File: config.mk
export PLATFORM = sky130hd
export DESIGN_NAME = mem_ctrl_flat
export DESIGN_NICKNAME = d
export VERILOG_FILES = /design/src/rtl/mem_ctrl_pkg.sv /design/src/rtl/mem_ctrl_if.sv /design/src/rtl/mem_ctrl.sv /design/src/flat_wrapper.sv
export SDC_FILE = /design/constraint.sdc
export NUM_CORES = 1
export LEC_CHECK = 0
export CELL_PAD_IN_SITES_DETAIL_PLACEMENT = 2
export CELL_PAD_IN_SITES_GLOBAL_PLACEMENT = 2
export CORE_AREA = 2 2 175 177
export CTS_CLUSTER_SIZE = 10
export DETAILED_ROUTE_END_ITERATION = 10
export DIE_AREA = 0 0 177 179
export PLACE_DENSITY = 0.81
export SETUP_SLACK_MARGIN = 0.5
export SYNTH_ARGS = -nofsm -noshare
export SYNTH_HDL_FRONTEND = slang
export SYNTH_SLANG_ARGS = --single-unit
File: constraint.sdc
create_clock -name clk -period 3.7 [get_ports clk]
set_input_delay 0.555 -clock clk [delete_from_list [all_inputs] [get_ports clk]]
set_output_delay 0.555 -clock clk [all_outputs]
set_load 0.005 [all_outputs]
File: src/rtl/mem_ctrl_pkg.sv
`default_nettype none
// ============================================================================
//  Module      : mem_ctrl_pkg
//  Description : Shared definitions for the memory controller. Holds bus
//                widths, the IO region limit, the MEM_LEN size encodings,
//                the controller state encoding and a helper that turns a
//                size code into a byte count.
//  Revision    : 1.0 - initial release
// ============================================================================
package mem_ctrl_pkg;

  localparam int ADDR_LEN = 32;
  localparam int DATA_LEN = 32;

  // Addresses at or above this value are memory-mapped IO (UART).
  localparam logic [ADDR_LEN-1:0] IO_LIM = 32'h0003_0000;

  // MEM_LEN encodings carried on lsb_len.
  localparam logic [1:0] MEM_LEN_BYTE = 2'b00;
  localparam logic [1:0] MEM_LEN_HALF = 2'b01;
  localparam logic [1:0] MEM_LEN_WORD = 2'b11;

  typedef enum logic [1:0] {
    ST_IDLE  = 2'd0,
    ST_READ  = 2'd1,
    ST_WRITE = 2'd2,
    ST_DONE  = 2'd3
  } state_t;

  // Byte count of an access: size code + 1 (1, 2 or 4 bytes).
  function automatic logic [2:0] len_to_bytes(input logic [1:0] len);
    return {1'b0, len} + 3'd1;
  endfunction

endpackage
`default_nettype wire

File: src/rtl/mem_ctrl_if.sv
`default_nettype none
// ============================================================================
//  Module      : mem_ctrl_if
//  Description : Bus bundle of the memory controller: LSB request/response,
//                instruction-fetch request/response and the byte-wide RAM
//                port.
//                slave  : controller view (requests in, responses/RAM out)
//                master : requester / RAM view
//  Revision    : 1.0 - initial release
// ============================================================================
interface mem_ctrl_if;
  import mem_ctrl_pkg::*;

  // load/store unit
  logic                lsb_req;
  logic                lsb_wr;
  logic [ADDR_LEN-1:0] lsb_addr;
  logic [1:0]          lsb_len;
  logic [DATA_LEN-1:0] lsb_wdata;
  logic                lsb_done;
  logic [DATA_LEN-1:0] lsb_rdata;
  // instruction fetch
  logic                if_req;
  logic [ADDR_LEN-1:0] if_pc;
  logic                if_done;
  logic [DATA_LEN-1:0] if_data;
  // RAM byte port
  logic [7:0]          mem_din;
  logic [7:0]          mem_dout;
  logic [ADDR_LEN-1:0] mem_a;
  logic                mem_wr;

  modport slave (
    input  lsb_req, lsb_wr, lsb_addr, lsb_len, lsb_wdata,
    input  if_req, if_pc,
    input  mem_din,
    output lsb_done, lsb_rdata, if_done, if_data,
    output mem_dout, mem_a, mem_wr
  );

  modport master (
    output lsb_req, lsb_wr, lsb_addr, lsb_len, lsb_wdata,
    output if_req, if_pc,
    output mem_din,
    input  lsb_done, lsb_rdata, if_done, if_data,
    input  mem_dout, mem_a, mem_wr
  );

endinterface
`default_nettype wire

File: src/rtl/mem_ctrl.sv
`default_nettype none
// ============================================================================
//  Module      : mem_ctrl
//  Description : Byte-serial memory controller. Serves LSB loads/stores of
//                1/2/4 bytes and (optionally) 4-byte instruction fetches over
//                a single-byte RAM port with read latency 1.
//  Ports       : clk            - clock
//                reset          - synchronous active-high reset
//                rdy            - global ready, low freezes every register
//                clear          - misprediction flush
//                io_buffer_full - UART buffer full, stalls IO stores
//                bus            - mem_ctrl_if.slave (LSB, fetch, RAM port)
//  Config      : MEM_CTRL_IFETCH_EN - compile in the fetch port and the
//                LSB-over-fetch arbitration; otherwise if_done/if_data are 0.
//  Revision    : 1.0 - initial release
// ============================================================================
module mem_ctrl
  import mem_ctrl_pkg::*;
(
  input  logic       clk,
  input  logic       reset,
  input  logic       rdy,
  input  logic       clear,
  input  logic       io_buffer_full,
  mem_ctrl_if.slave  bus
);

  state_t              r_state, w_state;
  logic [ADDR_LEN-1:0] r_addr, w_addr;
  logic [ADDR_LEN-1:0] r_mem_a, w_mem_a;
  logic [2:0]          r_nbytes, w_nbytes;
  logic [2:0]          r_k, w_k;          // index of the byte address on mem_a
  logic                r_is_wr, w_is_wr;
  logic                r_src_if, w_src_if;
  logic [DATA_LEN-1:0] r_wdata, w_wdata;
  logic [DATA_LEN-1:0] r_buf, w_buf;      // load data being assembled
  logic [DATA_LEN-1:0] r_lsb_rdata;
  logic [7:0]          r_mem_dout, w_mem_dout;

  logic                w_io_stall;
  logic                w_kill;
  logic                w_lsb_done;
  logic [1:0]          w_cap_idx;
  logic [1:0]          w_wr_idx;

  // Stall is evaluated in the cycle itself so mem_wr drops immediately.
  assign w_io_stall = (r_state == ST_WRITE) && (r_addr >= IO_LIM) && io_buffer_full;
  // A flushed load must not report completion; stores are already committed.
  assign w_kill     = (r_state == ST_DONE) && !r_is_wr && clear;
  assign w_lsb_done = (r_state == ST_DONE) && !r_src_if && !w_kill;
  // Byte arriving on mem_din belongs to the previous address (latency 1).
  assign w_cap_idx  = r_k[1:0] - 2'd1;
  assign w_wr_idx   = r_k[1:0] + 2'd1;

  assign bus.mem_a     = r_mem_a;
  assign bus.mem_dout  = r_mem_dout;
  assign bus.mem_wr    = (r_state == ST_WRITE) && !w_io_stall;
  assign bus.lsb_done  = w_lsb_done;
  // New data is shown during the done cycle and committed when it retires.
  assign bus.lsb_rdata = (w_lsb_done && !r_is_wr) ? r_buf : r_lsb_rdata;

`ifdef MEM_CTRL_IFETCH_EN
  logic [DATA_LEN-1:0] r_if_data;
  logic                w_if_done;

  assign w_if_done   = (r_state == ST_DONE) && r_src_if && !w_kill;
  assign bus.if_done = w_if_done;
  assign bus.if_data = w_if_done ? r_buf : r_if_data;

  always_ff @(posedge clk) begin
    if (reset) begin
      r_if_data <= '0;
    end else if (rdy && w_if_done) begin
      r_if_data <= r_buf;
    end
  end
`else
  logic w_unused_if;
  assign w_unused_if = ^{bus.if_req, bus.if_pc};
  assign bus.if_done = 1'b0;
  assign bus.if_data = '0;
`endif

  always_comb begin
    w_state    = r_state;
    w_addr     = r_addr;
    w_mem_a    = r_mem_a;
    w_nbytes   = r_nbytes;
    w_k        = r_k;
    w_is_wr    = r_is_wr;
    w_src_if   = r_src_if;
    w_wdata    = r_wdata;
    w_buf      = r_buf;
    w_mem_dout = r_mem_dout;

    case (r_state)
      ST_IDLE: begin
        if (!clear && bus.lsb_req) begin
          w_state  = bus.lsb_wr ? ST_WRITE : ST_READ;
          w_addr   = bus.lsb_addr;
          w_mem_a  = bus.lsb_addr;
          w_nbytes = len_to_bytes(bus.lsb_len);
          w_k      = '0;
          w_is_wr  = bus.lsb_wr;
          w_src_if = 1'b0;
          w_wdata  = bus.lsb_wdata;
          w_buf    = '0;
          if (bus.lsb_wr) begin
            w_mem_dout = bus.lsb_wdata[7:0];
          end
        end
`ifdef MEM_CTRL_IFETCH_EN
        else if (!clear && bus.if_req) begin
          w_state  = ST_READ;
          w_addr   = bus.if_pc;
          w_mem_a  = bus.if_pc;
          w_nbytes = len_to_bytes(MEM_LEN_WORD);
          w_k      = '0;
          w_is_wr  = 1'b0;
          w_src_if = 1'b1;
          w_buf    = '0;
        end
`endif
      end

      ST_READ: begin
        if (clear) begin
          w_state = ST_IDLE;
          w_k     = '0;
        end else begin
          if (r_k != 3'd0) begin
            w_buf[{w_cap_idx, 3'b000} +: 8] = bus.mem_din;
          end
          // One extra cycle after the last address collects its byte.
          if (r_k == r_nbytes) begin
            w_state = ST_DONE;
          end else begin
            w_k = r_k + 3'd1;
            if (r_k + 3'd1 < r_nbytes) begin
              w_mem_a = r_mem_a + 32'd1;
            end
          end
        end
      end

      ST_WRITE: begin
        if (!w_io_stall) begin
          if (r_k + 3'd1 == r_nbytes) begin
            w_state = ST_DONE;
          end else begin
            w_k        = r_k + 3'd1;
            w_mem_a    = r_mem_a + 32'd1;
            w_mem_dout = r_wdata[{w_wr_idx, 3'b000} +: 8];
          end
        end
      end

      ST_DONE: begin
        w_state = ST_IDLE;
        w_k     = '0;
      end

      default: begin
        w_state = ST_IDLE;
      end
    endcase
  end

  always_ff @(posedge clk) begin
    if (reset) begin
      r_state     <= ST_IDLE;
      r_addr      <= '0;
      r_mem_a     <= '0;
      r_nbytes    <= '0;
      r_k         <= '0;
      r_is_wr     <= 1'b0;
      r_src_if    <= 1'b0;
      r_wdata     <= '0;
      r_buf       <= '0;
      r_mem_dout  <= '0;
      r_lsb_rdata <= '0;
    end else if (rdy) begin
      r_state    <= w_state;
      r_addr     <= w_addr;
      r_mem_a    <= w_mem_a;
      r_nbytes   <= w_nbytes;
      r_k        <= w_k;
      r_is_wr    <= w_is_wr;
      r_src_if   <= w_src_if;
      r_wdata    <= w_wdata;
      r_buf      <= w_buf;
      r_mem_dout <= w_mem_dout;
      if (w_lsb_done && !r_is_wr) begin
        r_lsb_rdata <= r_buf;
      end
    end
  end

endmodule
`default_nettype wire
File: src/flat_wrapper.sv
// flat-port wrapper written by rule: the top's interface ports become plain ports
module mem_ctrl_flat import mem_ctrl_pkg::*;
  (clk, reset, rdy, clear, io_buffer_full, bus_lsb_req, bus_lsb_wr, bus_lsb_addr, bus_lsb_len, bus_lsb_wdata, bus_if_req, bus_if_pc, bus_mem_din, bus_lsb_done, bus_lsb_rdata, bus_if_done, bus_if_data, bus_mem_dout, bus_mem_a, bus_mem_wr);
  mem_ctrl_if bus_i ();
  input  logic clk;
  input  logic reset;
  input  logic rdy;
  input  logic clear;
  input  logic io_buffer_full;
  input wire logic [$bits(bus_i.lsb_req)-1:0] bus_lsb_req;
  input wire logic [$bits(bus_i.lsb_wr)-1:0] bus_lsb_wr;
  input wire logic [$bits(bus_i.lsb_addr)-1:0] bus_lsb_addr;
  input wire logic [$bits(bus_i.lsb_len)-1:0] bus_lsb_len;
  input wire logic [$bits(bus_i.lsb_wdata)-1:0] bus_lsb_wdata;
  input wire logic [$bits(bus_i.if_req)-1:0] bus_if_req;
  input wire logic [$bits(bus_i.if_pc)-1:0] bus_if_pc;
  input wire logic [$bits(bus_i.mem_din)-1:0] bus_mem_din;
  output wire logic [$bits(bus_i.lsb_done)-1:0] bus_lsb_done;
  output wire logic [$bits(bus_i.lsb_rdata)-1:0] bus_lsb_rdata;
  output wire logic [$bits(bus_i.if_done)-1:0] bus_if_done;
  output wire logic [$bits(bus_i.if_data)-1:0] bus_if_data;
  output wire logic [$bits(bus_i.mem_dout)-1:0] bus_mem_dout;
  output wire logic [$bits(bus_i.mem_a)-1:0] bus_mem_a;
  output wire logic [$bits(bus_i.mem_wr)-1:0] bus_mem_wr;
  assign bus_i.lsb_req = bus_lsb_req;
  assign bus_i.lsb_wr = bus_lsb_wr;
  assign bus_i.lsb_addr = bus_lsb_addr;
  assign bus_i.lsb_len = bus_lsb_len;
  assign bus_i.lsb_wdata = bus_lsb_wdata;
  assign bus_i.if_req = bus_if_req;
  assign bus_i.if_pc = bus_if_pc;
  assign bus_i.mem_din = bus_mem_din;
  assign bus_lsb_done = bus_i.lsb_done;
  assign bus_lsb_rdata = bus_i.lsb_rdata;
  assign bus_if_done = bus_i.if_done;
  assign bus_if_data = bus_i.if_data;
  assign bus_mem_dout = bus_i.mem_dout;
  assign bus_mem_a = bus_i.mem_a;
  assign bus_mem_wr = bus_i.mem_wr;
  mem_ctrl u_core (.clk(clk), .reset(reset), .rdy(rdy), .clear(clear), .io_buffer_full(io_buffer_full), .bus(bus_i));
endmodule
# Word-level counts from Yosys, hierarchy flattened
# Cells that the tools add are included.
# totals
register_bits	177
output_inout_bits	107
in_bits	114
elab_cells	91
# classes
reduce_logical	23
magnitude_cmp	2
shifts	3
add_sub_neg	6
eq_ne	16
mux	31
# op_table
operator	count
$mux 32	10
$pmux 32 s3	1
$pmux 32 s2	1
$add 32x1->32 const B	1
$bwmux 32	1
$ge 32x18->1 const B	1
$mux 8	4
$shift 8x7->32 const A	1
$shiftx 32x6->8	1
$shiftx 8x7->32	1
$pmux 8 s2	1
$mux 3	5
$reduce_and 5->1	3
$mux 2	6
$ne 2x2->1 const B	6
$pmux 3 s4	1
$logic_and 1x1->1	8
$pmux 2 s4	1
$reduce_and 8->1	1
$neg 5->7	1
$eq 3x3->1	2
$ne 2x1->1 const B	3
$reduce_and 6->1	1
$reduce_bool 3->1	2
13 further kinds	18

# Logic depth before layout (Yosys ltp)
# depth
ltp_word	7
depth_mapped	12
depth_no_buf	8

# Worst setup path after synthesis
# Ideal clock, no wire load.
# synth_path
path_type	register to register
startpoint	register u_core.r_k[0]
endpoint	register u_core.r_mem_a[12], in the netlist u_core.bus.mem_a[12]
path_stages_with_launch	13
arrival_time_ns	2.770
n_path_buf	4
required_ns	3.566
setup_time_ns	0.134
period_less_slack_ns	2.904
setup_slack_ns	0.796
cell_sequence	dfxtp_1 clkbuf_1 buf_2 inv_1 ha_1 ha_1 nand3_1 o221ai_2 or2_0 clkbuf_1 buf_2 o311ai_0 o31ai_1
# synth_between
elab_chain_cells	4
word_cells_on_any_way	8
classes_between	add/sub (1); order compare (1); eq/ne (5); reduce/logical (1)
# synth_rtl
item	line_no	source
start, declared	mem_ctrl.sv:32	logic [2:0] r_k, w_k;
start signal, assigned	mem_ctrl.sv:187	r_k <= w_k;
$add 3x1->3	mem_ctrl.sv:139, mem_ctrl.sv:148	
$lt 3x3->1 or $eq 3x3->1 (tied branches)	mem_ctrl.sv:139, mem_ctrl.sv:148	
$ne 2x1->1 (no line) or $ne 2x2->1 (tied branches)	n/a	
$reduce_and 8->1 (no line) *	n/a	
end signal, assigned	mem_ctrl.sv:185	r_mem_a <= w_mem_a;
end, declared	mem_ctrl.sv:30	logic [ADDR_LEN-1:0] r_mem_a, w_mem_a;
# Every way passes the cells marked *; elsewhere a longest branch is shown, timed or not.
# A chain may end at the register's enable or synchronous reset.

# Worst setup path in the final report
# layout_path
startpoint	input port clear
endpoint	output port bus_lsb_rdata[18]
# layout_between
elab_chain_cells	5
# layout_rtl
item	line_no	source
start, declared	flat_wrapper.sv:8	input logic clear;
$logic_and 1x1->1	mem_ctrl.sv:49	assign w_kill = (r_state == ST_DONE) && !r_is_wr && clear;
$logic_not 1->1	mem_ctrl.sv:50	assign w_lsb_done = (r_state == ST_DONE) && !r_src_if && !w_kill;
$logic_and 1x1->1	mem_ctrl.sv:50	
$logic_and 1x1->1	mem_ctrl.sv:60	assign bus.lsb_rdata = (w_lsb_done && !r_is_wr) ? r_buf : r_lsb_rdata;
$mux 32	mem_ctrl.sv:60	
end, declared	flat_wrapper.sv:19	output wire logic [$bits(bus_i.lsb_rdata)-1:0] bus_lsb_rdata;
# Every way passes these cells.

==> flow_metrics.tcl <==
set metrics [dict create \
    dieArea_mm2 0.0317 \
    first_pass_iters 4 \
    clkTransAtPathRegs_ps 70 \
    clock.fmax_mhz 320 \
    path_common_cell "clkdlybuf4s50_1" \
    final_area_mm2 0.0106 \
    synth_ff_type "dfxtp_1" \
    clockBufferDepth 2 \
    critPathLaunchType "input port" \
    drive_above_1_share_pct 9.96 \
    post-route-min-period_ps 3120 \
    place_congestion 0.766 \
    crit_path_top_delay_cell "clkdlybuf4s50_1" \
    synth-xor-area-share_pct 0.321 \
    synth-compound-area-share_pct 18.6 \
    synth-warning-count 0 \
    drv_cap 0 \
    worst_slew_pin_slew_ps 1090 \
    cts_sinks 161 \
    placed_area_mm2 0.00998 \
    fillers 3358 \
    hold_path.class "register to register" \
    syn_inst 955 \
    crit_chain "clkdlybuf4s50_1 > nor3b_2 > buf_12 > mux2_2 > clkdlybuf4s50_1" \
    grt_util_all_layers_pct 18.7 \
    finClkSkew_ps 8.99 \
    cts_tree "yes" \
    ios 221 \
    postRouteAntennaNets 0 \
    cts_setup_buffers 0 \
    antenna_found_initial 1 \
    rsz0062_at_grt "false" \
    critPathMaxStageDelay_ps 560 \
    tns_ps 0 \
    static-leakage-power_nw 3.68 \
    die_w_um 177 \
    insertion_delay_ps 440 \
    grt_remaining_overflow 0 \
    area_delta_synth_final_pct 29.2 \
    ctsHoldBuffers 0 \
    period_share_pct 84.4 \
    arrival_ps 2570 \
    synth_top_family_by_area "simple AND/OR/NAND/NOR gates" \
    grt_max_degree 161 \
    async_flop_share_pct 0 \
    portBuffers 154 \
    root_buffer "clkbuf_16" \
    max-slew-margin-rel_pct 26.6 \
    setup_viol 0 \
    synthAdderAreaFrac_pct 2.29 \
    end_kind "primary output" \
    power_w 0.00446 \
    drc 0 \
    routed_wl_um 29500 \
    drv_slew 0 \
    netlist-cell-type-count 64 \
    wire_per_inst_um 19.9 \
    ir_drop_mv 0.252 \
    drt_iter0_drc 428 \
    finalWorstSetupSlack_ps 576 \
    vias 7627 \
    rows 64 \
    cts_buffers 17 \
    hold_viol 0 \
    via_per_inst 5.15 \
    power_density_mw_per_mm2 421 \
    ys_ff_latch 161 \
    synth_mux_area_share_pct 12.1 \
    post-route-util_pct 35.2 \
    synth_edf_count 0 \
    avgSynthCellArea_um2 8.58 \
    ys_seq_area_share_pct 39.4 \
    critPathMaxFanout 32 \
    status "complete, no violations" \
    nets 1200 \
    coreArea_mm2 0.0300 \
    path_class "input port to primary output" \
    start_util_pct 27.3 \
    yosys.area_share.simple_pct 19.9 \
    grt_pass1_wl_um 46100 \
    worst_ep_required_time_ps 3140 \
    dp_hpwl_um 20100 \
    die_h_um 179 \
    cts-htree-levels 4 \
    netlist_area_mm2 0.00819 \
    grt_pass1_vias 8121 \
    place_ws_ps 587 \
]
-- state kept, by name, summed over array words and instances, names as in the netlist --
signal	count
u_core.r_is_wr	1
u_core.r_lsb_rdata	32
u_core.r_addr	16
u_core.r_k	3
u_core.bus.mem_a	32
u_core.r_wdata	32
u_core.r_state	2
u_core.r_buf	32
u_core.r_nbytes	3
u_core.bus.mem_dout	8
-- critical path: cells and delay by family --
family	cells	cell delay, ps
buffers and inverters	3	1300
multiplexers	1	380
AND/OR/NAND/NOR	1	300
-- final cells by class --
class	instances	area, µm²	share of cell area, %
Tap cell	396	495	4.68
Antenna cell	1	2.50	0.0236
Inverter	17	63.8	0.603
Sequential cell	161	3220	30.5
Clock inverter	15	161	1.53
Timing Repair Buffer	172	1690	16.0
Clock buffer	17	425	4.02
Multi-Input combinational cell	702	4520	42.7
-- what timing repair did --
item                                    in CTS  in global routing
endpoints found under the setup margin       0                 13
resized for setup                            0                  3
endpoints found under the hold margin        0                  0
-- per-layer routing --
layer | global-route usage, % | vias to the layer above | routed length, µm
met5 | 0 | - | 0
met1 | 23.5 | 3842 | 13200
met3 | 3.10 | 25 | 1070
li1 | - | 3592 | -
met4 | 5.89 | 0 | 426
met2 | 32.5 | 168 | 14800
-- final timing paths --
path | end | from | cells past startpoint | slack [ps]
worst max register to register | u_core.bus.mem_a[27]$_SDFFE_PP0P_ | u_core.r_k[0]$_SDFFE_PP0P_ | 10 | 770
worst min-delay path | u_core.r_wdata[9]$_SDFFE_PP0P_ | u_core.r_wdata[9]$_SDFFE_PP0P_ | 2 | 460
worst max-delay path | bus_lsb_rdata[18] | clear | 5 | 580
worst min register to register | u_core.r_wdata[9]$_SDFFE_PP0P_ | u_core.r_wdata[9]$_SDFFE_PP0P_ | 2 | 460
-- stage by stage --
stage,hold slack [ps],std cells
6_report,459,1481
3_5_place_dp,452,1448
4_1_cts,466,1480
3_3_place_gp,439,1448
2_1_floorplan,433,987
5_1_grt,477,1481
-- where the power goes --
part | internal [W] | switching (W) | total [W]
Sequential | 0.00180 | 0.0000761 | 0.00188
Combinational | 0.000338 | 0.000446 | 0.000784
Clock | 0.000908 | 0.000888 | 0.00180
Total | 0.00305 | 0.00141 | 0.00446
-- cell families (layout without fill, tap and decap cells) --
logic type / after synthesis / after routing
simple gates: 339 / 339
compound gates: 227 / 227
other cells: 1 / 34
fa+ha+maj: 15 / 15
mux: 85 / 85
buf+inv: 124 / 221
flops: 161 / 161
xor+xnor: 3 / 3
-- synthesized netlist by cell type (16+ instances only) --
master,number,area (µm²)
a211oi_1,22,165
a21oi_1,94,470
buf_4,33,248
clkbuf_1,58,218
dfxtp_1,161,3220
inv_1,17,63.8
mux2_2,32,360
mux2i_1,45,450
nand2_1,134,503
nand2b_1,27,169
nand3_1,41,205
nor2_1,67,251
o31ai_1,16,120
-- cells in the final DEF, fill, tap and decap left out, drive strengths merged, types with 6 or more instances in the layout --
cell type        n
dfxtp          161
clkdlybuf4s50  152
nand2          134
a21oi           94
nor2            67
mux2i           45
nand3           41
conb            33
mux2            32
nand2b          27
inv             26
a211oi          23
buf             20
clkbuf          17
o31ai           16
ha              15
a31oi           15
nor3            14
a22oi           13
o21ai           13
nor4            13
o311ai          11
nor2b            9
nand4            9
o32ai            9
mux4             8
and4             6
(Power assumes the default switching activity.)
